## src/rtl/pipelined_shifter.sv

```systemverilog
// pipelined_shifter: barrel shifter with one registered stage per shift-amount bit and valid/ready on both sides.
// Optional Out_Zero/Out_Neg result flags are built in when SHIFTER_FLAGS_EN is defined.
module pipelined_shifter #(
    parameter  int unsigned WIDTH = 16,
    parameter  int unsigned TAG_W = 4,
    localparam int unsigned SHW   = $clog2(WIDTH)
) (
    input  logic             clk,
    input  logic             rst_n,
    input  logic             In_Valid,
    output logic             In_Ready,
    input  logic [WIDTH-1:0] Shift_In,
    input  logic [SHW-1:0]   Shift_Val,
    input  logic [2:0]       Mode,
    input  logic [TAG_W-1:0] In_Tag,
    output logic             Out_Valid,
    input  logic             Out_Ready,
    output logic [WIDTH-1:0] Shift_Out,
`ifdef SHIFTER_FLAGS_EN
    output logic             Out_Zero,
    output logic             Out_Neg,
`endif
    output logic [TAG_W-1:0] Out_Tag
);

    // One partial shift of a fixed amount. SRA stays correct across stages because
    // every arithmetic step preserves the operand MSB.
    function automatic logic [WIDTH-1:0] f_step(
        input logic [WIDTH-1:0] d,
        input logic [2:0]       mode,
        input int unsigned      amt
    );
        logic [WIDTH-1:0] res;
        casez (mode)
            3'b000:  res = d << amt;
            3'b001:  res = WIDTH'($signed(d) >>> amt);
            3'b01?:  res = (d >> amt) | (d << (WIDTH - amt));
            3'b100:  res = d >> amt;
            3'b101:  res = (d << amt) | (d >> (WIDTH - amt));
            default: res = d;
        endcase
        return res;
    endfunction

    // Index k is the input side of stage k; index SHW is the output side of the last stage.
    logic             w_v    [SHW+1];
    logic [WIDTH-1:0] w_d    [SHW+1];
    logic [TAG_W-1:0] w_t    [SHW+1];
    logic             w_adv  [SHW+1];
    logic [SHW-1:0]   w_sh   [SHW];
    logic [2:0]       w_mode [SHW];

    assign w_v[0]     = In_Valid;
    assign w_d[0]     = Shift_In;
    assign w_t[0]     = In_Tag;
    assign w_sh[0]    = Shift_Val;
    assign w_mode[0]  = Mode;
    assign w_adv[SHW] = Out_Ready;

    assign In_Ready  = w_adv[0];
    assign Out_Valid = w_v[SHW];
    assign Shift_Out = w_d[SHW];
    assign Out_Tag   = w_t[SHW];

    for (genvar k = 0; k < SHW; k++) begin : g_stage
        localparam int unsigned AMT = 1 << k;

        logic             w_step;
        logic [WIDTH-1:0] w_res;
        logic             r_valid;
        logic [WIDTH-1:0] r_data;
        logic [TAG_W-1:0] r_tag;

        assign w_step   = w_sh[k][k];
        assign w_res    = w_step ? f_step(w_d[k], w_mode[k], AMT) : w_d[k];
        // A stage loads when it is empty or its successor is taking its content.
        assign w_adv[k] = !r_valid || w_adv[k+1];

        always_ff @(posedge clk or negedge rst_n) begin
            if (!rst_n) begin
                r_valid <= 1'b0;
                r_data  <= '0;
                r_tag   <= '0;
            end else if (w_adv[k]) begin
                r_valid <= w_v[k];
                if (w_v[k]) begin
                    r_data <= w_res;
                    r_tag  <= w_t[k];
                end
            end
        end

        assign w_v[k+1] = r_valid;
        assign w_d[k+1] = r_data;
        assign w_t[k+1] = r_tag;

        // Shift amount and mode are only needed by later stages.
        if (k < SHW - 1) begin : g_ctl
            logic [SHW-1:0] r_sh;
            logic [2:0]     r_mode;

            always_ff @(posedge clk or negedge rst_n) begin
                if (!rst_n) begin
                    r_sh   <= '0;
                    r_mode <= '0;
                end else if (w_adv[k] && w_v[k]) begin
                    r_sh   <= w_sh[k];
                    r_mode <= w_mode[k];
                end
            end

            assign w_sh[k+1]   = r_sh;
            assign w_mode[k+1] = r_mode;
        end
    end

`ifdef SHIFTER_FLAGS_EN
    // Flags are captured together with the last-stage data so they share its validity.
    logic r_zero;
    logic r_neg;

    always_ff @(posedge clk or negedge rst_n) begin
        if (!rst_n) begin
            r_zero <= 1'b0;
            r_neg  <= 1'b0;
        end else if (w_adv[SHW-1] && w_v[SHW-1]) begin
            r_zero <= (g_stage[SHW-1].w_res == '0);
            r_neg  <= g_stage[SHW-1].w_res[WIDTH-1];
        end
    end

    assign Out_Zero = r_zero;
    assign Out_Neg  = r_neg;
`endif

endmodule

```

## config.mk

```make
export PLATFORM = sky130hd
export DESIGN_NAME = pipelined_shifter
export DESIGN_NICKNAME = d
export VERILOG_FILES = /design/src/rtl/pipelined_shifter.sv
export SDC_FILE = /design/constraint.sdc
export NUM_CORES = 1
export LEC_CHECK = 0
export ABC_AREA = 0
export BUFFER_PORTS_ARGS = -buffer_cell sky130_fd_sc_hd__buf_4
export CORE_ASPECT_RATIO = 0.8
export CORE_UTILIZATION = 60
export DETAILED_ROUTE_END_ITERATION = 12
export PLACE_DENSITY = 0.8
export RECOVER_POWER = 100
export SKIP_CTS_REPAIR_TIMING = 1
export SYNTH_ARGS = -nofsm -noshare
export SYNTH_HDL_FRONTEND = slang
export SYNTH_SLANG_ARGS = --single-unit
```

## constraint.sdc

```tcl
create_clock -name clk -period 2.07 [get_ports clk]
set_input_delay 0.3105 -clock clk [delete_from_list [all_inputs] [get_ports clk]]
set_output_delay 0.3105 -clock clk [all_outputs]
set_load 0.005 [all_outputs]
```

==> results of run 1 <==
power breakdown:
| part | switching [mW] | internal [mW] |
|---|---|---|
| clock | 0.771 | 0.834 |
| combinational | 1.58 | 1.52 |
| sequential | 1.00 | 2.58 |
cell type report:
| type | instances | area (um^2) |
|---|---|---|
| Clock buffer | 9 | 225 |
| Clock inverter | 7 | 58.8 |
| Fill cell | 779 | 2950 |
| Inverter | 6 | 22.5 |
| Multi-Input combinational cell | 545 | 3400 |
| Sequential cell | 99 | 2480 |
| Tap cell | 136 | 170 |
| Timing Repair Buffer | 73 | 542 |
per-stage QoR:
stage	hold slack (ns)	power, mW	instances	worst slack [ns]
5_1_grt	0.185	8.80	875	0.0735
4_1_cts	-0.0991	8.30	874	0.284
2_1_floorplan	0.0149	5.49	709	0.659
3_5_place_dp	0.268	6.67	858	0.338
3_3_place_gp	0.263	6.52	858	0.361
6_report	0.176	8.29	875	0.187
layer usage:
layer  global-route usage  vias to the layer above  share of wire
li1                     -                     2629              -
met1                0.479                     2812           0.44
met2                0.465                      294           0.45
met3               0.0870                       24          0.096
met4               0.0726                        0          0.012
met5                    0                        -              0
cells by family (layout without fill, tap and decap cells):
family / count (synthesis) / in the layout / share of synthesized area
multiplexers: 41 / 41 / 0.0724
AND/OR/NAND/NOR: 269 / 269 / 0.204
buffers and inverters: 65 / 95 / 0.0512
flip-flops: 99 / 99 / 0.399
XOR/XNOR: 1 / 1 / 0.00141
AO/OA/AOI/OAI: 234 / 234 / 0.272
state kept, by name, indices dropped and copies added, names as in the netlist:
signal                flops
g_stage.r_tag            12
g_stage.g_ctl.r_mode      9
Out_Tag                   4
Shift_Out                16
g_stage.g_ctl.r_sh        6
Out_Valid                 1
g_stage.r_valid           3
g_stage.r_data           48
critical path, delay by kind of cell, from the launching register on:
| family | cells | cell delay [ns] |
|---|---|---|
| and+or+nand+nor | 2 | 0.65 |
| AOI/OAI and AO/OA | 2 | 0.44 |
| DFF | 1 | 0.70 |
cells in the final DEF, fill, tap and decap left out, types with 3 or more instances in the layout:
master / count
clkbuf_2: 6
dfrtp_1: 99
o21ai_0: 45
mux2_2: 29
o22ai_1: 6
a21oi_1: 19
o221ai_1: 8
a21o_1: 15
nand2_1: 76
a22o_1: 23
inv_1: 5
a221oi_1: 12
o21ai_1: 10
buf_4: 40
nand2b_1: 22
o31ai_1: 32
a22oi_1: 15
nor2b_1: 16
a31oi_1: 14
nor3b_1: 23
nand3_1: 4
o211ai_1: 4
nor2_1: 114
clkbuf_4: 23
clkbuf_16: 9
a221o_1: 4
mux2i_1: 10
o2111ai_1: 16
a21boi_4: 3
or2_2: 5
final timing paths:
path / startpoint / end / slack, ns / cells after the start
min reg2reg: Shift_Out[0]$_DFFE_PN0P_ / Shift_Out[0]$_DFFE_PN0P_ / 0.48 / 2
min: In_Valid / g_stage[0].r_valid$_DFFE_PN0P_ / 0.18 / 2
max in group asynchronous: rst_n / g_stage[1].r_tag[0]$_DFFE_PN0P_ / 0.43 / 3
min in group asynchronous: rst_n / Shift_Out[7]$_DFFE_PN0P_ / 0.59 / 2
max: g_stage[1].g_ctl.r_mode[0]$_DFFE_PN0P_ / g_stage[2].r_data[13]$_DFFE_PN0P_ / 0.19 / 4
max reg2reg: g_stage[1].g_ctl.r_mode[0]$_DFFE_PN0P_ / g_stage[2].r_data[13]$_DFFE_PN0P_ / 0.19 / 4
==> results.md, run 1 <==
* Status: completed
* ANT nets after route at 0
* Post-synthesis sequential area ratio at 0.399
* Syn. warnings at 0
* Post-synth EDFFs at 0
* Hold Crit Class: input pin to flop
* Core outline area at 9850 um^2
* Die area at 10800 um^2
* Inserted Diodes at 0
* Starting Density at 0.630
* Netlist Area Pre-Place at 6200 um^2
* Cell Rows at 32
* Total clock sinks at between 90 and 100
* Relative slew slack at 0.446
* Fin nets at 765
* Layout cell share with drive strength beyond 1 at 0.177
* Min cycle time layout at 1.88 ns
* Setup crit start kind: flop
* Max Clock Freq at 531 MHz
* Largest net degree at the start of global routing at just over 50
* Final critical-path share of the clock period at 0.910
* Worst Path Max Fanout at 19
* Fin. Hold Viols at 0
* Final core occ at 0.701
* Setup crit end kind: flop
* Final HPWL DP at between 10000 and 15000 um
* Power per cell area at 1200 nW/um^2
* Final wirelength at 16400 um
* Clk_lat worst skew at 0.35 ns
* Area share of the leading cell type in the synthesized netlist at 0.399
* Remaining global-route overflow at 0
* Worst path slowest cell: dfrtp_1
* Post-synth ARST share at 1.00
* Cells after Synth at 709
* DP Area at around 6700 um^2
* Syn_nets at 740
* H-tree Lvls at 3
* Arr. time, crit path at about 2.1 ns
* Num CTS Buffers at 9
* Port bufs at 52
* Initial DRC Count at just over 600
* Most frequent cell after synthesis: nor2_1
* Skew final at about 0.0044 ns
* Initial antenna violation count at 0
* Drt pass-1 iters at 6
* Vias in the first global route at 5098
* Wirelength per Cell at 18.7 um
* Clock slew seen by the registers of the worst setup and hold paths at 0.07 ns
* Global-route wire length before repair at 26600 um
* Max Cap Viol at 0
* RSZ-0062 raised after global routing: no
* Die Y at 93.0 um
* Critical path, cell by cell: nor2b_2, nor3_1, a221oi_1, o31ai_1
* Via density at 6.58
* Yosys reg bits at 99
* Slew Limit Fails at 0
* Final setup fails at 0
* Max incr delay on CP at roughly 0.70 ns
* Cell variety after synth at 48
* Lkg Pwr at 2.91 nW
* Synth-to-layout area growth at 11.2%
* Post-synth top cells: 114 x nor2_1, 99 x dfrtp_1, 76 x nand2_1
* CTS max path bufs at 2
* Final Cell Area at 6900 um^2
* Critical path type: flop to flop
* Worst Path Required at 2.32 ns
* Syn_area_per_cell at 8.75 um^2
* VDD IR max at 0.000815 V
* IO Pins at 53
* DR DRC count at 0
* Total GRT Usage at 0.322
* Via count at roughly 5.8k
* Worst slew pin tran at 0.830 ns
* Top FF cell, synth: dfrtp_1
* Die Wd at 116 um
* Ranking of synthesized cells by area: dfrtp_1 40%, nor2_1 6.9%, mux2_2 5.3%
* Biggest area consumer among synthesized cells: dfrtp_1
* Setup TNS at 0 ns
* GPL Wtd Cong at 0.972
* CTS tree: done
* Clock root cell: clkbuf_16
(Power assumes the default switching activity.)
==> inputs of run 2 (changes only) <==
--- a/config.mk
+++ b/config.mk
@@ -9,6 +9,7 @@
 export BUFFER_PORTS_ARGS = -buffer_cell sky130_fd_sc_hd__buf_4
 export CORE_ASPECT_RATIO = 0.8
 export CORE_UTILIZATION = 60
+export CTS_BUF_LIST = sky130_fd_sc_hd__clkbuf_4
 export DETAILED_ROUTE_END_ITERATION = 12
 export PLACE_DENSITY = 0.8
 export RECOVER_POWER = 100
==> run 2 against run 1 <==
Compared with the run above: fmax shrank 1.9%; non-clock buffer count is the same; setup slack lost 0.037 ns; clock-buffer cell count is the same; power shrank 8.3%; global-route usage shrank 0.44 points; combinational power is essentially flat; register-to-register slack lost 0.04 ns; clock power shrank 40%; critical path type unchanged; critical endpoint unchanged; largest power group unchanged.
==> results.md, run 2 (synthesis gave the netlist of run 1 again) <==
* Via density at 6.56
* Largest delay share family, worst path: flip-flops
* Final critical-path share of the clock period at 0.927
* VDD IR max at 0.000688 V
* Layout cell share with drive strength beyond 1 at 0.175
* Clock root cell: clkbuf_4
* Sw power at 3.24 mW
* Drt pass-1 iters at 5
* Critical path, cell by cell: nor2b_2, nor3_1, a221oi_1, o31ai_1
* Power per cell area at ~1100 nW/um^2
* Internal at 4.36 mW
* Fin nets at 765
* Clk_lat worst skew at 0.46 ns
* Final setup fails at 0
* Initial antenna violation count at 0
* ANT nets after route at 0
* Hold Path End: g_stage[0].r_valid$_DFFE_PN0P_
* Final wirelength at 16200 um
* Relative slew slack at 0.419
* Total GRT Usage at 0.318
* Cell Rows at 32
* Dpl ws at 0.338 ns
* Max Clock Freq at 521 MHz
* IO Pins at 53
* H-tree Lvls at 3
* Worst Path Max Fanout at 19
* Slew Limit Fails at 0
* Core outline area at between 9000 and 10000 um^2
* Remaining global-route overflow at 0
* Largest Register: g_stage.r_data
* Vias in the first global route at 5088
* Worst path slowest cell: dfrtp_1
* Fin. Hold Viols at 0
* DR DRC count at 0
* Starting Density at 0.630
* Die Wd at around 120 um
* RR Endpoint: g_stage[2].r_data[13]$_DFFE_PN0P_
* Die area at around 11000 um^2
* Setup crit start kind: flop
* Reg2Reg Setup Slack at roughly 0.15 ns
* Num CTS Buffers at 9
* Initial DRC Count at 564
* Max Cap Viol at 0
* Port bufs at 52
* CTS max path bufs at 2
* CTS tree: done
* Worst R2R Start: g_stage[1].g_ctl.r_mode[0]$_DFFE_PN0P_
* Number of flip-flops in the largest register at 48
* Lkg Pwr at roughly 2.8 nW
* Setup TNS at 0 ns
* Fillers at just over 800
* Die Y at 93.0 um
* Worst setup margin at 0.150 ns
* Critical path type: flop to flop
* Setup crit end kind: flop
* Commonest non-fill, non-tap cell in the layout: nor2_1
* Arr. time, crit path at 2.29 ns
* Largest net degree at the start of global routing at 51
* R2r worst-path depth at 4
* GPL Wtd Cong at 0.972
* Inserted Diodes at 0
* Clock slew seen by the registers of the worst setup and hold paths at 0.16 ns
* Via count at 5738
* Global-route wire length before repair at between 20000 and 30000 um
* Hold Crit Start: In_Valid
* Total clock sinks at 99
* Hold Crit Class: input pin to flop
* Clock power frac at 0.126
* Skew final at 0.0113 ns
* Wirelength per Cell at 18.5 um
* Worst slew pin tran at 0.872 ns
* Register share of total power at 0.469
* RSZ-0062 raised after global routing: no
* Comb pwr share at 0.405
* Status: completed
* Commonest cells after routing, fill and taps aside: 114 x nor2_1, 99 x dfrtp_1, 76 x nand2_1
* WP buf/inv at 0
* Synth-to-layout area growth at 8.49%
* Sw Share at 0.427
* Final HPWL DP at 11600 um
* Hold depth at 2
* Max incr delay on CP at ~0.73 ns
* Min cycle time layout at 1.92 ns
* Worst Path Required at about 2.4 ns
## run 2: power by group through the flow
stage	Sequential, mW	Combinational, mW	Clock, mW
3_5_place_dp	3.55	3.11	0
5_1_grt	3.65	3.43	1.06
3_3_place_gp	3.52	2.99	0
4_1_cts	3.52	3.12	0.991
2_1_floorplan	3.08	2.40	0
6_report	3.56	3.08	0.959
## run 2: worst max-delay path by stage
| stage | from | to | cells past startpoint |
|---|---|---|---|
| 5_1_grt | Out_Valid$_DFFE_PN0P_ | g_stage[0].r_data[7]$_DFFE_PN0P_ | 6 |
| 4_1_cts | Out_Valid$_DFFE_PN0P_ | In_Ready | 3 |
| 3_3_place_gp | g_stage[1].g_ctl.r_mode[2]$_DFFE_PN0P_ | g_stage[2].r_data[3]$_DFFE_PN0P_ | 5 |
| 6_report | g_stage[1].g_ctl.r_mode[0]$_DFFE_PN0P_ | g_stage[2].r_data[13]$_DFFE_PN0P_ | 4 |
| 2_1_floorplan | Out_Valid$_DFFE_PN0P_ | g_stage[0].g_ctl.r_mode[0]$_DFFE_PN0P_ | 4 |
| 3_5_place_dp | g_stage[2].g_ctl.r_mode[1]$_DFFE_PN0P_ | Shift_Out[12]$_DFFE_PN0P_ | 4 |
## run 2: cell type report
class                           instances  area, um^2  area share
Multi-Input combinational cell        545        3400       0.505
Inverter                                6        22.5     0.00335
Tap cell                              136         170      0.0253
Sequential cell                        99        2480       0.368
Clock buffer                            9        67.6      0.0100
Clock inverter                          7        58.8     0.00874
Timing Repair Buffer                   73         538      0.0799
## run 2: worst register-to-register path, delay by kind of cell, from the launching register on
family	cells	cell delay [ns]
AOI/OAI and AO/OA	2	0.44
DFF	1	0.73
and+or+nand+nor	2	0.66
## run 2: metrics by stage
step / cells / hold slack (ns) / cell area, um^2 / utilization / power [mW]
2_1_floorplan: 709 / 0.0149 / 6200 / - / 5.49
3_3_place_gp: 858 / 0.263 / 6670 / 0.677 / 6.52
3_5_place_dp: 858 / 0.268 / 6670 / 0.677 / 6.67
4_1_cts: 874 / -0.250 / 6800 / 0.690 / 7.63
5_1_grt: 875 / 0.0355 / 6730 / 0.683 / 8.14
6_report: 875 / 0.0617 / 6730 / 0.683 / 7.60
## run 2: layer usage
| metal | track usage | wire (um) | vias up |
|---|---|---|---|
| met4 | 0.0844 | 261 | 0 |
| met5 | 0 | 0 | - |
| met2 | 0.454 | 7210 | 286 |
| met1 | 0.481 | 7280 | 2784 |
| li1 | - | - | 2637 |
| met3 | 0.0700 | 1430 | 31 |
